===== src/rtl/counter_timer_bank.sv =====
// Multi-channel counter/timer bank behind a simple CPU register bus.
// Each channel counts clk or synchronised src edges, optionally gated, and flags terminal count.
module counter_timer_bank #(
  parameter int NCHAN = 5,
  parameter int WIDTH = 16,
  parameter int AW    = 5
) (
  input  logic             clk,
  input  logic             reset_n,
  input  logic             cs,
  input  logic             wr,
  input  logic             rd,
  input  logic [AW-1:0]    addr,
  input  logic [WIDTH-1:0] wdata,
  output logic [WIDTH-1:0] rdata,
  input  logic [NCHAN-1:0] src,
  input  logic [NCHAN-1:0] gate,
  output logic [NCHAN-1:0] out,
  output logic             irq
);

  localparam int CW = AW - 2;

  logic [CW-1:0]    sel_ch;
  logic [1:0]       sel_reg;

  logic [5:0]       mode_q [NCHAN];
  logic [WIDTH-1:0] load_q [NCHAN];
  logic [WIDTH-1:0] hold_q [NCHAN];
  logic [WIDTH-1:0] cnt_q  [NCHAN];
  logic [NCHAN-1:0] armed_q, tc_q, out_q;
  logic             irq_q;

  logic [NCHAN-1:0] src_s1, src_s2, src_s3, gate_s1, gate_s2;
  logic [NCHAN-1:0] src_edge;

  logic [4:0]       ctl    [NCHAN];
  logic [NCHAN-1:0] mode_wr, load_wr, tick, tc_ev, irq_en;
  logic [WIDTH-1:0] rd_val;

  assign sel_ch   = addr[AW-1:2];
  assign sel_reg  = addr[1:0];
  assign src_edge = src_s2 & ~src_s3;
  assign out      = out_q;
  assign irq      = irq_q;

  // Per-channel decode and tick qualification; loads and disarms override the tick.
  always_comb begin
    mode_wr = '0;
    load_wr = '0;
    tick    = '0;
    tc_ev   = '0;
    irq_en  = '0;
    for (int c = 0; c < NCHAN; c++) begin
      ctl[c]     = 5'b0;
      mode_wr[c] = cs && wr && (sel_ch == CW'(c)) && (sel_reg == 2'd0);
      load_wr[c] = cs && wr && (sel_ch == CW'(c)) && (sel_reg == 2'd1);
      if (cs && wr && (sel_ch == CW'(c)) && (sel_reg == 2'd3))
        ctl[c] = wdata[4:0];
      tick[c]   = (mode_q[c][0] ? src_edge[c] : 1'b1) && armed_q[c] &&
                  (!mode_q[c][1] || gate_s2[c]) && !ctl[c][1];
      tc_ev[c]  = tick[c] && !ctl[c][2] &&
                  (mode_q[c][4] ? (cnt_q[c] == load_q[c]) : (cnt_q[c] == '0));
      irq_en[c] = mode_q[c][5];
    end
  end

  always_comb begin
    rd_val = '0;
    for (int c = 0; c < NCHAN; c++) begin
      if (sel_ch == CW'(c)) begin
        case (sel_reg)
          2'd0:    rd_val = {{(WIDTH-6){1'b0}}, mode_q[c]};
          2'd1:    rd_val = load_q[c];
          2'd2:    rd_val = hold_q[c];
          default: rd_val = {{(WIDTH-3){1'b0}}, out_q[c], tc_q[c], armed_q[c]};
        endcase
      end
    end
  end

  always_ff @(posedge clk or negedge reset_n) begin
    if (!reset_n) begin
      src_s1  <= '0;
      src_s2  <= '0;
      src_s3  <= '0;
      gate_s1 <= '0;
      gate_s2 <= '0;
      armed_q <= '0;
      tc_q    <= '0;
      out_q   <= '0;
      irq_q   <= 1'b0;
      rdata   <= '0;
      for (int c = 0; c < NCHAN; c++) begin
        mode_q[c] <= '0;
        load_q[c] <= '0;
        hold_q[c] <= '0;
        cnt_q[c]  <= '0;
      end
    end else begin
      src_s1  <= src;
      src_s2  <= src_s1;
      src_s3  <= src_s2;
      gate_s1 <= gate;
      gate_s2 <= gate_s1;
      irq_q   <= |(tc_q & irq_en);
      if (cs && rd)
        rdata <= rd_val;
      for (int c = 0; c < NCHAN; c++) begin
        if (mode_wr[c])
          mode_q[c] <= wdata[5:0];
        if (load_wr[c])
          load_q[c] <= wdata;
        if (ctl[c][3])
          hold_q[c] <= cnt_q[c];

        if (ctl[c][2])
          cnt_q[c] <= load_q[c];
        else if (tick[c]) begin
          if (tc_ev[c])
            cnt_q[c] <= mode_q[c][4] ? '0 : load_q[c];
          else
            cnt_q[c] <= mode_q[c][4] ? cnt_q[c] + WIDTH'(1) : cnt_q[c] - WIDTH'(1);
        end

        armed_q[c] <= (armed_q[c] || ctl[c][0]) && !ctl[c][1] &&
                      !(tc_ev[c] && !mode_q[c][2]);
        tc_q[c]    <= tc_ev[c] || (tc_q[c] && !ctl[c][4]);
        out_q[c]   <= mode_q[c][3] ? (out_q[c] ^ tc_ev[c]) : tc_ev[c];
      end
    end
  end

endmodule


===== config.mk =====
export PLATFORM = sky130hd
export DESIGN_NAME = counter_timer_bank
export DESIGN_NICKNAME = d
export VERILOG_FILES = /design/src/rtl/counter_timer_bank.sv
export SDC_FILE = /design/constraint.sdc
export NUM_CORES = 1
export LEC_CHECK = 0
export ABC_AREA = 0
export ABC_CLOCK_PERIOD_IN_PS = 7700
export CAP_MARGIN = 20
export CELL_PAD_IN_SITES_DETAIL_PLACEMENT = 1
export CELL_PAD_IN_SITES_GLOBAL_PLACEMENT = 2
export CORE_MARGIN = 4
export CORE_UTILIZATION = 45
export DETAILED_ROUTE_END_ITERATION = 16
export HOLD_SLACK_MARGIN = 0.05
export PLACE_DENSITY = 0.95
export SLEW_MARGIN = 20
export SYNTH_ARGS = -nofsm -noshare
export SYNTH_HDL_FRONTEND = slang
export SYNTH_SLANG_ARGS = --single-unit

===== constraint.sdc =====
create_clock -name clk -period 7.7 [get_ports clk]
set_input_delay 1.54 -clock clk [delete_from_list [all_inputs] [get_ports clk]]
set_output_delay 1.54 -clock clk [all_outputs]
set_load 0.01 [all_outputs]

==> results of run 1 <==
==> worst max path at each step <==
stage / start / endpoint / slack (ns) / depth (start not counted)
floorplan: addr[4] / load_q[21] / 4.50 / 6
global placement: addr[2] / cnt_q[47] / 3.15 / 7
detailed placement: addr[2] / cnt_q[48] / 3.02 / 7
CTS: addr[2] / cnt_q[48] / 3.57 / 7
global route: addr[2] / cnt_q[59] / 3.30 / 7
finish: addr[2] / cnt_q[48] / 3.50 / 7
==> routing by layer <==
layer / vias up / routed length [um] / global-route usage [%]
li1: 6641 / - / -
met1: 7714 / 25800 / 36.8
met2: 537 / 28200 / 43.1
met3: 132 / 3680 / 4.07
met4: 0 / 3010 / 12.3
met5: - / 0 / 0
==> power groups by stage <==
stage / clock network [mW] / registers [mW] / logic, mW
6_report: 1.82 / 2.61 / 2.86
5_1_grt: 1.92 / 2.65 / 3.19
4_1_cts: 1.84 / 2.59 / 2.86
3_5_place_dp: 0 / 2.61 / 2.83
3_3_place_gp: 0 / 2.59 / 2.69
2_1_floorplan: 0 / 2.38 / 2.20
==> synthesized netlist by cell type, types with 26 or more instances <==
| library cell | number |
|---|---|
| ha_1 | 70 |
| buf_2 | 32 |
| mux2_1 | 51 |
| mux2_2 | 113 |
| a21oi_1 | 76 |
| xor2_1 | 47 |
| dfrtp_1 | 327 |
| o21ai_0 | 76 |
| o21ai_1 | 58 |
| nand2_1 | 120 |
| nor3_1 | 31 |
| nor2_1 | 91 |
| inv_1 | 48 |
| a22oi_1 | 100 |
| nor4_1 | 26 |
| clkbuf_1 | 38 |
| xnor2_1 | 97 |
==> cell type report <==
| type | count | area share, % |
|---|---|---|
| repair buffers | 67 | 3.12 |
| clock inverters | 7 | 0.179 |
| clock buffers | 58 | 5.82 |
| flip-flops and latches | 327 | 39.0 |
| well taps | 532 | 3.18 |
| multi-input cells | 1316 | 47.7 |
| inverters | 51 | 0.914 |
==> flip-flops by register name, summed over array words and instances (netlist names) <==
register / count
cnt_q: 80
hold_q: 80
load_q: 80
mode_q: 25
rdata: 16
armed_q: 5
gate_s1: 5
gate_s2: 5
irq_en: 5
out: 5
src_s1: 5
src_s2: 5
src_s3: 5
tc_q: 5
irq: 1
==> critical path, delay by kind of cell <==
family,cells,cell delay [ns]
and+or+nand+nor,3,0.93
AOI/OAI and AO/OA,3,1.13
buffers and inverters,1,0.97
==> logic make-up (layout without fill, tap and decap cells) <==
kind of cell	count (synthesis)	count (layout)	share of synthesized area, %
xor+xnor	144	144	6.73
buf+inv	133	183	3.10
compound gates	506	506	18.3
mux	202	202	12.7
simple gates	389	389	10.2
flops	327	327	43.7
fa+ha+maj	75	75	5.21
==> per-stage QoR <==
step           util, %  worst slack (ns)  power [mW]  hold WS, ns
3_3_place_gp      48.0              3.15        5.28        0.332
2_1_floorplan        -              4.50        4.58        0.331
3_5_place_dp      48.0              3.02        5.44        0.336
6_report          51.1              3.50        7.29        0.351
4_1_cts           51.1              3.57        7.29        0.346
5_1_grt           51.1              3.30        7.76        0.354
==> metrics list, run 1 <==
- Result of the run: complete, no violations
- Final period utilization: 54.5%
- In this run the horizontal extent of the chip is 212 um.
* Leading cell type in the layout, fill and taps excluded: dfrtp_1
* Setup violators final: 0
- The number of different library cells used by synthesis comes to between 80 and 90.
- Launch point of the worst reg-to-reg path: mode_q[4]
* FF+latch area: ~0.0082 mm^2
- Clock period minus worst slack: between 4 and 5 ns
* Layout area overhead: 11.8%
- Leak pwr: 9.09 nW
- Most common flop cell mapped by yosys: dfrtp_1
- Global routing used between 20% and 30% of the available tracks.
* CP Data Arrival Time: 4.59 ns
- Worst-path fanout max: 18
- Input and output buffers added on the ports amount to 57.
* Area of the multi-input gates: between 0.01 and 0.015 mm^2
- The average instance in the mapped netlist occupies around 11 um^2.
* Weighted congestion reported at the end of routability-driven placement: 0.945
- CTS saw 327 sinks.
- Post-CTS timing repair inserted 0 buffers for setup.
- For this run, the number of Yosys warnings is 0.
- Clock slew at the register clock pins of the worst setup and hold paths: approximately 0.060 ns
* Hold Crit Class: reg -> reg
- Traced cell by cell, the critical path runs through clkdlybuf4s50_1 -> nor2b_1 -> nand2_1 -> o21ai_1 -> nand2b_1 -> a2bb2oi_2 -> o221ai_1.
- After detailed routing, the number of remaining DRC violations is 0.
- Worst-path cell with the longest stage delay: clkdlybuf4s50_1
* Hold endpoint: gate_s2[0]
- In this run the critical register-to-register path is captured at cnt_q[15].
- Critical Path Start Type: primary input
- Row count: 74
- Transition time at the pin with the least slew margin: 0.986 ns
* Number of pins exceeding their max-slew limit in the final report: 0
- Startpoint-to-endpoint class of the critical path: in -> reg
- Total wire length after detailed routing: 60.7 mm
* Cells after Synth: 1776
- Timing would allow up to 0.238 GHz.
- The region available for standard cell placement spans 0.0410 mm^2.
- For this run, the post-layout net count is about 1900.
* Cell area reported after detailed placement: 0.0197 mm^2
- Sequential cells account for 35.8% of the total power.
- Layout cells sized above 1: a little over an eighth
- For the final routed database, the setup TNS stands at 0 ns.
* R2R setup slack: around 4.2 ns
- Cell-internal power: approximately 4.4 mW
- 58 I/O pins were placed.
* Unrepaired setup endpoints after global routing: false
* Cell taking the most area after synthesis: dfrtp_1
- In the final routed layout, each cell accounts on average for ~26 um.
- Per report_power, the clock group accounts for 24.9% of the total.
- Number of enable-type register cells in the synthesized netlist: 0
- Summed over all layers, the global routing overflow is 0.
* Maximum VDD drop: 0.152 mV
* Max-cap viol count: 0
- After filler insertion, the fill cell instance count of the layout stands at between 4000 and 5000.
- The hold violation total from the final report came to 0.
* Crit. End Element: flip-flop
- First-pass GRT wire length: 95.4 mm
- The count of nets left with antenna violations once routing finished came out at 0.
- Number of global-route vias before repair: 15900
* Number of hold buffers added after cts: 0
- Clock tree synthesis inserted a total of 38 buffers.
- In this run the deepest clock path goes through 3 buffers.
- Summed over all nets, the half-perimeter wirelength after detailed placement is 43.2 mm.
- CTS H-tree depth: 2
- In this design, the stage delay of the slowest critical-path cell is 0.97 ns.
* Proportion of synthesized chip area in sequential cells: 43.7%
* Share of the synthesized area in the top cell type: 43.7%
* Start point of the worst hold path: gate_s1[0]
- Power spread over the standard cell area amounts to 348 mW/mm^2.
* Post-detailed-route via-to-cell ratio: 6.37
- TritonCTS built the clock tree.
- Final Cell Area: approximately 0.021 mm^2
- Antenna diode count: 0
- Total Die Area: 0.0450 mm^2
- Number of antenna violations at the first check in global routing: 1
* Headroom to the max-slew limit: 34.3%
- In this run, placement finished with an instance count of 2293.
- The library cells used most frequently in the layout, excluding fill and tap cells, are dfrtp_1, nand2_1, mux2_2.
- The die is 212 um tall.
* Clock insertion delay at the later pin of the skew report: about 0.55 ns
- After synthesis the cells add up to ~0.019 mm^2.
- Net switching is 39.4% of the power.
- Entering global routing, the biggest net connects 135 pins.
- Counting flops and latches in the post-synthesis netlist gives 327.
- Quantity of gates resized following cts: 0
- In this run the power spent charging and discharging nets is 2.87 mW.
- The worst register-to-register path has a depth of 8.
* Effective utilization at floorplan: a little under half
- Vias after detailed routing: between 15000 and 20000
- For the final database, setup skew stands at ~0.011 ns.
- The share of total power dissipated in combinational logic is 39.3%.
- Before antenna repair, the detailed router went through 5 iterations.
* Count of cells along the worst hold path: 0
- Of all flip-flops after synthesis, the portion carrying an async set or reset was 100%.
- Largest cells by area after synthesis: dfrtp_1, mux2_2, ha_1
- The detailed router finished its first iteration with ~1200 violations.
* Synth Net Count: 1887
* Clock Root Buffer: clkbuf_16
- Data on the critical path is required at its endpoint by 8.09 ns.
* Final cell count without fillers: 2358
No activity file was read; power rests on OpenSTA's default activity.
==> run 2, diff against run 1 <==
--- a/config.mk
+++ b/config.mk
@@ -6,15 +6,15 @@
 export NUM_CORES = 1
 export LEC_CHECK = 0
 export ABC_AREA = 0
-export ABC_CLOCK_PERIOD_IN_PS = 7700
+export ABC_CLOCK_PERIOD_IN_PS = 4200
 export CAP_MARGIN = 20
 export CELL_PAD_IN_SITES_DETAIL_PLACEMENT = 1
 export CELL_PAD_IN_SITES_GLOBAL_PLACEMENT = 2
 export CORE_MARGIN = 4
-export CORE_UTILIZATION = 45
+export CORE_UTILIZATION = 42
 export DETAILED_ROUTE_END_ITERATION = 16
 export HOLD_SLACK_MARGIN = 0.05
-export PLACE_DENSITY = 0.95
+export PLACE_DENSITY = 0.91
 export SLEW_MARGIN = 20
 export SYNTH_ARGS = -nofsm -noshare
 export SYNTH_HDL_FRONTEND = slang
==> constraint.sdc (replaced) <==
create_clock -name clk -period 4.2 [get_ports clk]
set_input_delay 0.84 -clock clk [delete_from_list [all_inputs] [get_ports clk]]
set_output_delay 0.84 -clock clk [all_outputs]
set_load 0.01 [all_outputs]
==> run 2 against run 1 <==
Net effect:
- first-iteration DRC count rose by 12%
- sequential power rose by 83%
- utilization down 2.9 points
- design area grew 1.5%
- clock power grew 96%
- register-to-register slack got worse by 3.3 ns
- count of clock-buffer cells in the layout down 9
- flip-flop and latch count is the same
- die area rose by 6.9%
- combinational power up 86%
- sequential share of layout area is 0.58 points lower
==> metrics list, run 2 (synthesis gave the netlist of run 1 again) <==
- Highest-count cells in the layout ignoring fill and taps: dfrtp_1, nand2_1, mux2_2 (unchanged).
* Largest registers: cnt_q (80), hold_q (80), load_q (80) (unchanged)
* First-pass GRT wire length: 95.7 mm (was 95.4 mm)
* Worst clock skew: 0.0240 ns (was 0.0108 ns)
- The detailed-router iteration count before antenna repair was 7 (was 5).
* Critical Path Start Type: primary input (unchanged)
- The worst setup path category is in -> reg (unchanged).
- The iteration-0 DRC count of the detailed router came to 1363 (was 1212).
- The initial antenna violation count was 4 (was 1).
- Cell-internal power: 8.29 mW (was 4.42 mW)
- Max Root-Sink Buffers: 3 (unchanged)
* Post-detailed-route via-to-cell ratio: 6.17 (was 6.37)
- CTS Buf Count: 39 (was 38)
- Power Density: 642 mW/mm^2 (was 348 mW/mm^2)
- Switching power of the nets: 5.36 mW (was 2.87 mW)
- Die Y: 219 um (was 212 um)
* Number of global-route vias before repair: 16000 (was 15900)
- Clock Root Buffer: clkbuf_16 (unchanged)
* CTS H-tree depth: 2 (unchanged)
- The overall die width is 219 um (was 212 um).
- The area of the core came to 0.0441 mm^2 (was 0.0410 mm^2).
* CP Data Arrival Time: 3.66 ns (was 4.59 ns)
- Number of cells traversed by the worst register-to-register path: 9 (was 8)
- DP Wirelength: 44.3 mm (was 43.2 mm)
* Clock period minus worst slack: 3.26 ns
- Pin count of the biggest net entering global routing: 86 (was 135)
* Largest incremental delay on the critical path: 0.79 ns (was 0.97 ns)
* Nets: 1933 (was 1912)
- Clock share of power: 26.1% (was 24.9%)
- Logic pwr share: 38.9% (was 39.3%)
- The number of buffers added to fix hold violations after cts came to 0 (unchanged).
- The maximum fanout encountered on the critical timing path came to 13 (was 18).
- The most common cell after layout, fill and taps aside is dfrtp_1 (unchanged).
* Layout area overhead: 13.5% (was 11.8%)
- Routed wire per std cell: 25.1 um (was 25.7 um)
* Result of the run: complete, no violations (unchanged)
- The clock sink total came to 327 (unchanged).
- The sum of overflow across all layers after global routing came to 0 (unchanged).
- The latest clock arrival within the worst-skew pair came to 0.56 ns (was 0.55 ns).
* Proportion of total power due to net switching: 39.3% (was 39.4%)
- Setup violators final: 0 (unchanged)
* Total Die Area: 0.0481 mm^2 (was 0.0450 mm^2)
* Number of buffers inserted by post-CTS setup repair: 0 (unchanged)
- Maximum VDD drop: 0.314 mV (was 0.152 mV)
* Worst-path cell with the longest stage delay: clkdlybuf4s50_1 (unchanged)
* Global-route usage over all layers: 25.6% (was 27.1%)
- The I/O pin count was 58 (unchanged).
* TritonCTS clock tree: done (unchanged)
- The number of rows in the core area is 77 (was 74).
- Quantity of gates resized following cts: 0 (unchanged)
- Total power of the final layout: 13.6 mW (was 7.29 mW)
- The vias after detailed routing came to 15100 (was 15000).
- The number of max-slew violations in the final report was 0 (unchanged).
- Remaining design rule violation count: 0 (unchanged)
- The worst path uses 77.6% of the clock period.
- Leak pwr: 9.22 nW (was 9.09 nW)
- The initial cell density of the core was 42.5% (was 45.7%).
- Unrepaired setup endpoints after global routing: false (unchanged).
- The number of inserted filler cells in the final layout is 4871 (was 4408).
- The sequential power share came to 35.0% (was 35.8%).
- Achievable Freq: 0.307 GHz
- Critical Path, Cell by Cell: clkdlybuf4s50_1 -> nor2b_1 -> nand2_1 -> o21ai_1 -> nand2b_1 -> a2bb2oi_2 -> o221ai_1 (unchanged).
- Max-cap viol count: 0 (unchanged)
- Hold violation total from the final report: 0 (unchanged)
- Setup Total Neg Slack: 0 ns (unchanged)
* R2R setup slack: 0.96 ns (was 4.22 ns)
* Required arrival time at the worst endpoint: 4.60 ns (was 8.09 ns)
- Crit. End Element: flip-flop (unchanged)
- Transition time at the pin with the least slew margin: 1.05 ns (was 0.986 ns)
- The count of buffers inserted at the top-level ports came to 57 (unchanged).
* Total wire length after detailed routing: 61.4 mm (was 60.7 mm)
- The share of cells above drive strength 1 came to 14.5% (was 13.6%).
* Weighted congestion reported at the end of routability-driven placement: 0.897 (was 0.945)
* Hold Crit Class: in -> async (was reg -> reg)
- Clock slew at the register clock pins of the worst setup and hold paths: 0.06 ns (about the same)
- The final antenna-violating net count came to 0 (unchanged).
- Headroom to the max-slew limit: 29.6% (was 34.3%)
[run 2: changes by cell type in the layout (fill, tap and decap cells not counted), sizes merged]
cell / change
buf: +20
diode: +1
inv: +3
clkbuf: -9
bufinv: +6
clkinv: +2
clkinvlp: +2
[run 2: per-stage QoR]
step | std cells | setup WS [ns] | area [um^2] | hold slack [ns] | utilization (%)
2_1_floorplan | 1776 | 1.23 | 18700 | 0.331 | -
3_3_place_gp | 2373 | 0.587 | 19900 | 0.332 | 45.2
3_5_place_dp | 2373 | 0.467 | 19900 | 0.336 | 45.2
4_1_cts | 2442 | 0.945 | 21300 | 0.332 | 48.2
5_1_grt | 2443 | 0.803 | 21300 | 0.355 | 48.2
6_report | 2443 | 0.941 | 21300 | 0.322 | 48.2
[run 2: path summary, 6_finish.rpt]
path                               to       start
max                         cnt_q[48]     addr[2]
min                          rdata[9]     reset_n
max reg2reg                 cnt_q[15]   mode_q[4]
min reg2reg                gate_s2[3]  gate_s1[3]
max in group asynchronous   mode_q[6]     reset_n
min in group clk           gate_s2[3]  gate_s1[3]
[run 2: layout make-up]
| type | instances | area (um^2) | area share, % |
|---|---|---|---|
| multi-input cells | 1316 | 10000 | 47.0 |
| flip-flops and latches | 327 | 8180 | 38.5 |
| clock buffers | 49 | 1050 | 4.95 |
| repair buffers | 87 | 828 | 3.89 |
| well taps | 592 | 741 | 3.48 |
| clock inverters | 20 | 277 | 1.30 |
| inverters | 51 | 191 | 0.900 |
| diodes | 1 | 2.50 | 0.0118 |
[run 2: layer usage]
| metal | vias to the layer above | wire length, um | global-route usage, % |
|---|---|---|---|
| li1 | 6697 | - | - |
| met2 | 496 | 28600 | 41.4 |
| met4 | 4 | 2140 | 8.01 |
| met5 | - | 19 | 0 |
| met3 | 130 | 4170 | 5.14 |
| met1 | 7755 | 26500 | 34.8 |
[run 2: power groups by stage]
stage	sequential [mW]	clock (mW)	combinational, mW
2_1_floorplan	4.36	0	4.03
3_3_place_gp	4.75	0	4.98
3_5_place_dp	4.79	0	5.23
4_1_cts	4.74	3.62	5.30
5_1_grt	4.86	3.75	5.90
6_report	4.77	3.56	5.31
[run 2: worst max-delay path, delay by kind of cell]
| family | cells | cell delay, ns |
|---|---|---|
| buf+inv | 1 | 0.79 |
| compound gates | 3 | 1.08 |
| simple gates | 3 | 0.94 |
==> run 3, diff against run 2 <==
--- a/config.mk
+++ b/config.mk
@@ -6,7 +6,7 @@
 export NUM_CORES = 1
 export LEC_CHECK = 0
 export ABC_AREA = 0
-export ABC_CLOCK_PERIOD_IN_PS = 4200
+export ABC_CLOCK_PERIOD_IN_PS = 3000
 export CAP_MARGIN = 20
 export CELL_PAD_IN_SITES_DETAIL_PLACEMENT = 1
 export CELL_PAD_IN_SITES_GLOBAL_PLACEMENT = 2
==> constraint.sdc (replaced) <==
create_clock -name clk -period 3 [get_ports clk]
set_input_delay 0.6 -clock clk [delete_from_list [all_inputs] [get_ports clk]]
set_output_delay 0.6 -clock clk [all_outputs]
set_load 0.01 [all_outputs]
==> run 3 against run 2 <==
Net effect:
- utilization up 1.2 points
- non-clock buffer count up 58
- clock skew fell by 0.0073 ns
- sequential power up 40%
- critical path depth increased by 3
- first-iteration DRC count is 6.5% lower
- worst setup slack worse by 0.74 ns
- highest routed layer unchanged
- cell count rose by 2.3%
- largest power group unchanged
- total power grew 41%
- combinational power rose by 44%
==> metrics list, run 3 (synthesis gave the netlist of run 1 again) <==
* Highest-count cells in the layout ignoring fill and taps: dfrtp_1, nand2_1, mux2_2 (unchanged)
- R2R setup slack: 0.20 ns (was 0.96 ns)
* CP Data Arrival Time: 3.26 ns (was 3.66 ns)
- The maximum level of the CTS H-tree is 2 (unchanged).
- The number of inserted diodes is 0 (was 1).
* Effective utilization at floorplan: 42.5% (unchanged)
* Global-route usage over all layers: 26.2% (was 25.6%)
- The worst path uses 93.3% of the clock period.
* Maximum VDD drop: 0.387 mV (was 0.314 mV)
- Cell count after placement: 2430 (was 2373)
- Clock slew at the register clock pins of the worst setup and hold paths: 0.06 ns (about the same)
* Clock insertion delay at the later pin of the skew report: 0.55 ns (was 0.56 ns)
* Die Y: 219 um (unchanged)
* I/O Buffers: 57 (unchanged)
- The maximum fanout encountered on the critical timing path came to 13 (unchanged).
- The detailed-router iteration count before antenna repair is 5 (was 7).
- The sum of overflow across all layers after global routing is 0 (unchanged).
- Total wire length after detailed routing: 62.8 mm (was 61.4 mm)
- First-pass GRT wire length: 98.1 mm (was 95.7 mm)
- The per-cell via count in the routed design is 6.12 (was 6.17).
- Final Cell Area: 0.0218 mm^2 (was 0.0213 mm^2)
* Leak pwr: 9.51 nW (was 9.22 nW)
- Crit. End Element: flip-flop (unchanged)
- Hold Crit Class: reg -> reg (was in -> async)
* Remaining design rule violation count: 0 (unchanged)
- Headroom to the max-slew limit: 30.3% (was 29.6%)
- The post-synthesis to final-layout area growth came to 16.3% (was 13.5%).
* Worst clock skew: 0.0167 ns (was 0.0240 ns)
- TritonCTS clock tree: done (unchanged)
- Max-cap viol count: 0 (unchanged)
* Achievable Freq: 0.357 GHz
- The number of max-slew violations in the final report was 0 (unchanged).
- The overall die width is 219 um (unchanged).
* Setup violators final: 0 (unchanged)
- The worst setup path category is reg -> reg (was in -> reg).
* Number of global-route vias before repair: 16400 (was 16000)
- The iteration-0 DRC count of the detailed router is 1275 (was 1363).
- DP Wirelength: 45.7 mm (was 44.3 mm)
- I/O Pins: 58 (unchanged)
- The initial antenna violation count was 5 (was 4).
- Counting I/O delays and the setup requirement, the final critical path takes around 2.8 ns.
* Count of cells along the worst hold path: 0
- Number of buffers inserted by post-CTS setup repair: 0 (unchanged)
- The root buffer cell is clkbuf_16 (unchanged).
* Total core area: 0.0441 mm^2 (unchanged)
- The final critical-path setup slack came to 0.200 ns (was 0.941 ns).
- The vias after detailed routing is 15300 (was 15100).
- Transition time at the pin with the least slew margin: 1.04 ns (was 1.05 ns)
- The number of buffers created by CTS is 38 (was 39).
* Weighted congestion reported at the end of routability-driven placement: 0.931 (was 0.897)
* Leading cell type in the layout, fill and taps excluded: dfrtp_1 (unchanged)
- Max Root-Sink Buffers: 3 (unchanged)
* Fin Hold WS: 0.350 ns (was 0.322 ns)
* Unrepaired setup endpoints after global routing: false (unchanged)
- Result of the run: complete, no violations (unchanged)
* Largest registers: cnt_q (80), hold_q (80), load_q (80) (unchanged)
* Cell area reported after detailed placement: 0.0205 mm^2 (was 0.0199 mm^2)
- Routed wire per std cell: 25.1 um (about the same)
- The die area came to 0.0481 mm^2 (unchanged).
- Number of cells traversed by the worst register-to-register path: 10 (was 9)
- Remaining antenna violation count after routing: 0 (unchanged)
* Critical Path Start Type: flip-flop (was primary input)
- Power Density: 881 mW/mm^2 (was 642 mW/mm^2)
* Row count: 77 (unchanged)
* Nets: 1990 (was 1933)
- Layout cells sized above 1: 17.3% (was 14.5%)
- The required arrival time at the worst endpoint came to 3.46 ns (was 4.60 ns).
- The hold violation total from the final report came to 0 (unchanged).
* Pin count of the biggest net entering global routing: 84 (was 86)
- The final standard cell count with taps included and fillers excluded is 2498 (was 2443).
* Post-Place Setup Slack: -0.0365 ns (was 0.467 ns)
- Clock sink total: 327 (unchanged)
## run 3: cell count changes in the layout (fill, tap and decap cells not counted), moves of 2 or more
cell	change
clkinv_2	+3
clkbuf_1	-3
inv_6	-3
clkbuf_16	+2
buf_12	+7
clkinvlp_4	+2
buf_4	+50
bufinv_16	-2
## run 3: metal layers
| metal | up-vias | routed length (um) | track usage (%) |
|---|---|---|---|
| met3 | 125 | 4070 | 5.28 |
| met4 | 6 | 2780 | 10.8 |
| met2 | 496 | 29100 | 42.2 |
| met5 | - | 32 | 0 |
| met1 | 7870 | 26800 | 34.6 |
| li1 | 6803 | - | - |
## run 3: where the power goes
part / switching [mW] / leakage, nW / internal, mW / total, mW
logic: 4.24 / 4.61 / 3.42 / 7.66
clock network: 1.96 / 0.638 / 2.93 / 4.88
registers: 1.40 / 4.26 / 5.27 / 6.67
total: 7.60 / 9.51 / 11.6 / 19.2
## run 3: stage by stage
step	power, mW	util [%]	setup TNS (ns)
2_1_floorplan	11.8	-	0
3_3_place_gp	13.8	46.4	-0.938
3_5_place_dp	14.2	46.4	-0.0365
4_1_cts	19.2	49.4	0
5_1_grt	20.4	49.4	0
6_report	19.2	49.4	0
## run 3: timing repair
item / CTS / global route
hold buffers: 1 / 0
endpoints found under the setup margin: 0 / 15
hold endpoints to repair: 26 / 0
gates resized for setup: 0 / 4
## run 3: final timing paths
| path | end | from |
|---|---|---|
| min in group asynchronous | load_q[42] | reset_n |
| worst min-delay path | src_s2[0] | src_s1[0] |
| worst max register to register | cnt_q[79] | mode_q[28] |
| worst min register to register | src_s2[0] | src_s1[0] |
| worst max-delay path | cnt_q[79] | mode_q[28] |
| max in group asynchronous | gate_s1[2] | reset_n |
## run 3: critical path, cell delays in order (launching register included)
cell,delay (ns)
dfrtp_1,0.39
inv_1,0.06
buf_4,0.21
ha_1,0.29
a211oi_2,0.29
o21bai_1,0.17
a31o_2,0.34
o2111ai_1,0.22
a21oi_1,0.12
or4b_1,0.51
o211ai_1,0.10
## run 3: cell type report
cell class / count / area (um^2)
Fill cell: 4844 / 22300
Multi-Input combinational cell: 1316 / 10000
Sequential cell: 327 / 8180
Timing Repair Buffer: 145 / 1350
Clock buffer: 48 / 1090
Tap cell: 592 / 741
Clock inverter: 19 / 213
Inverter: 51 / 195
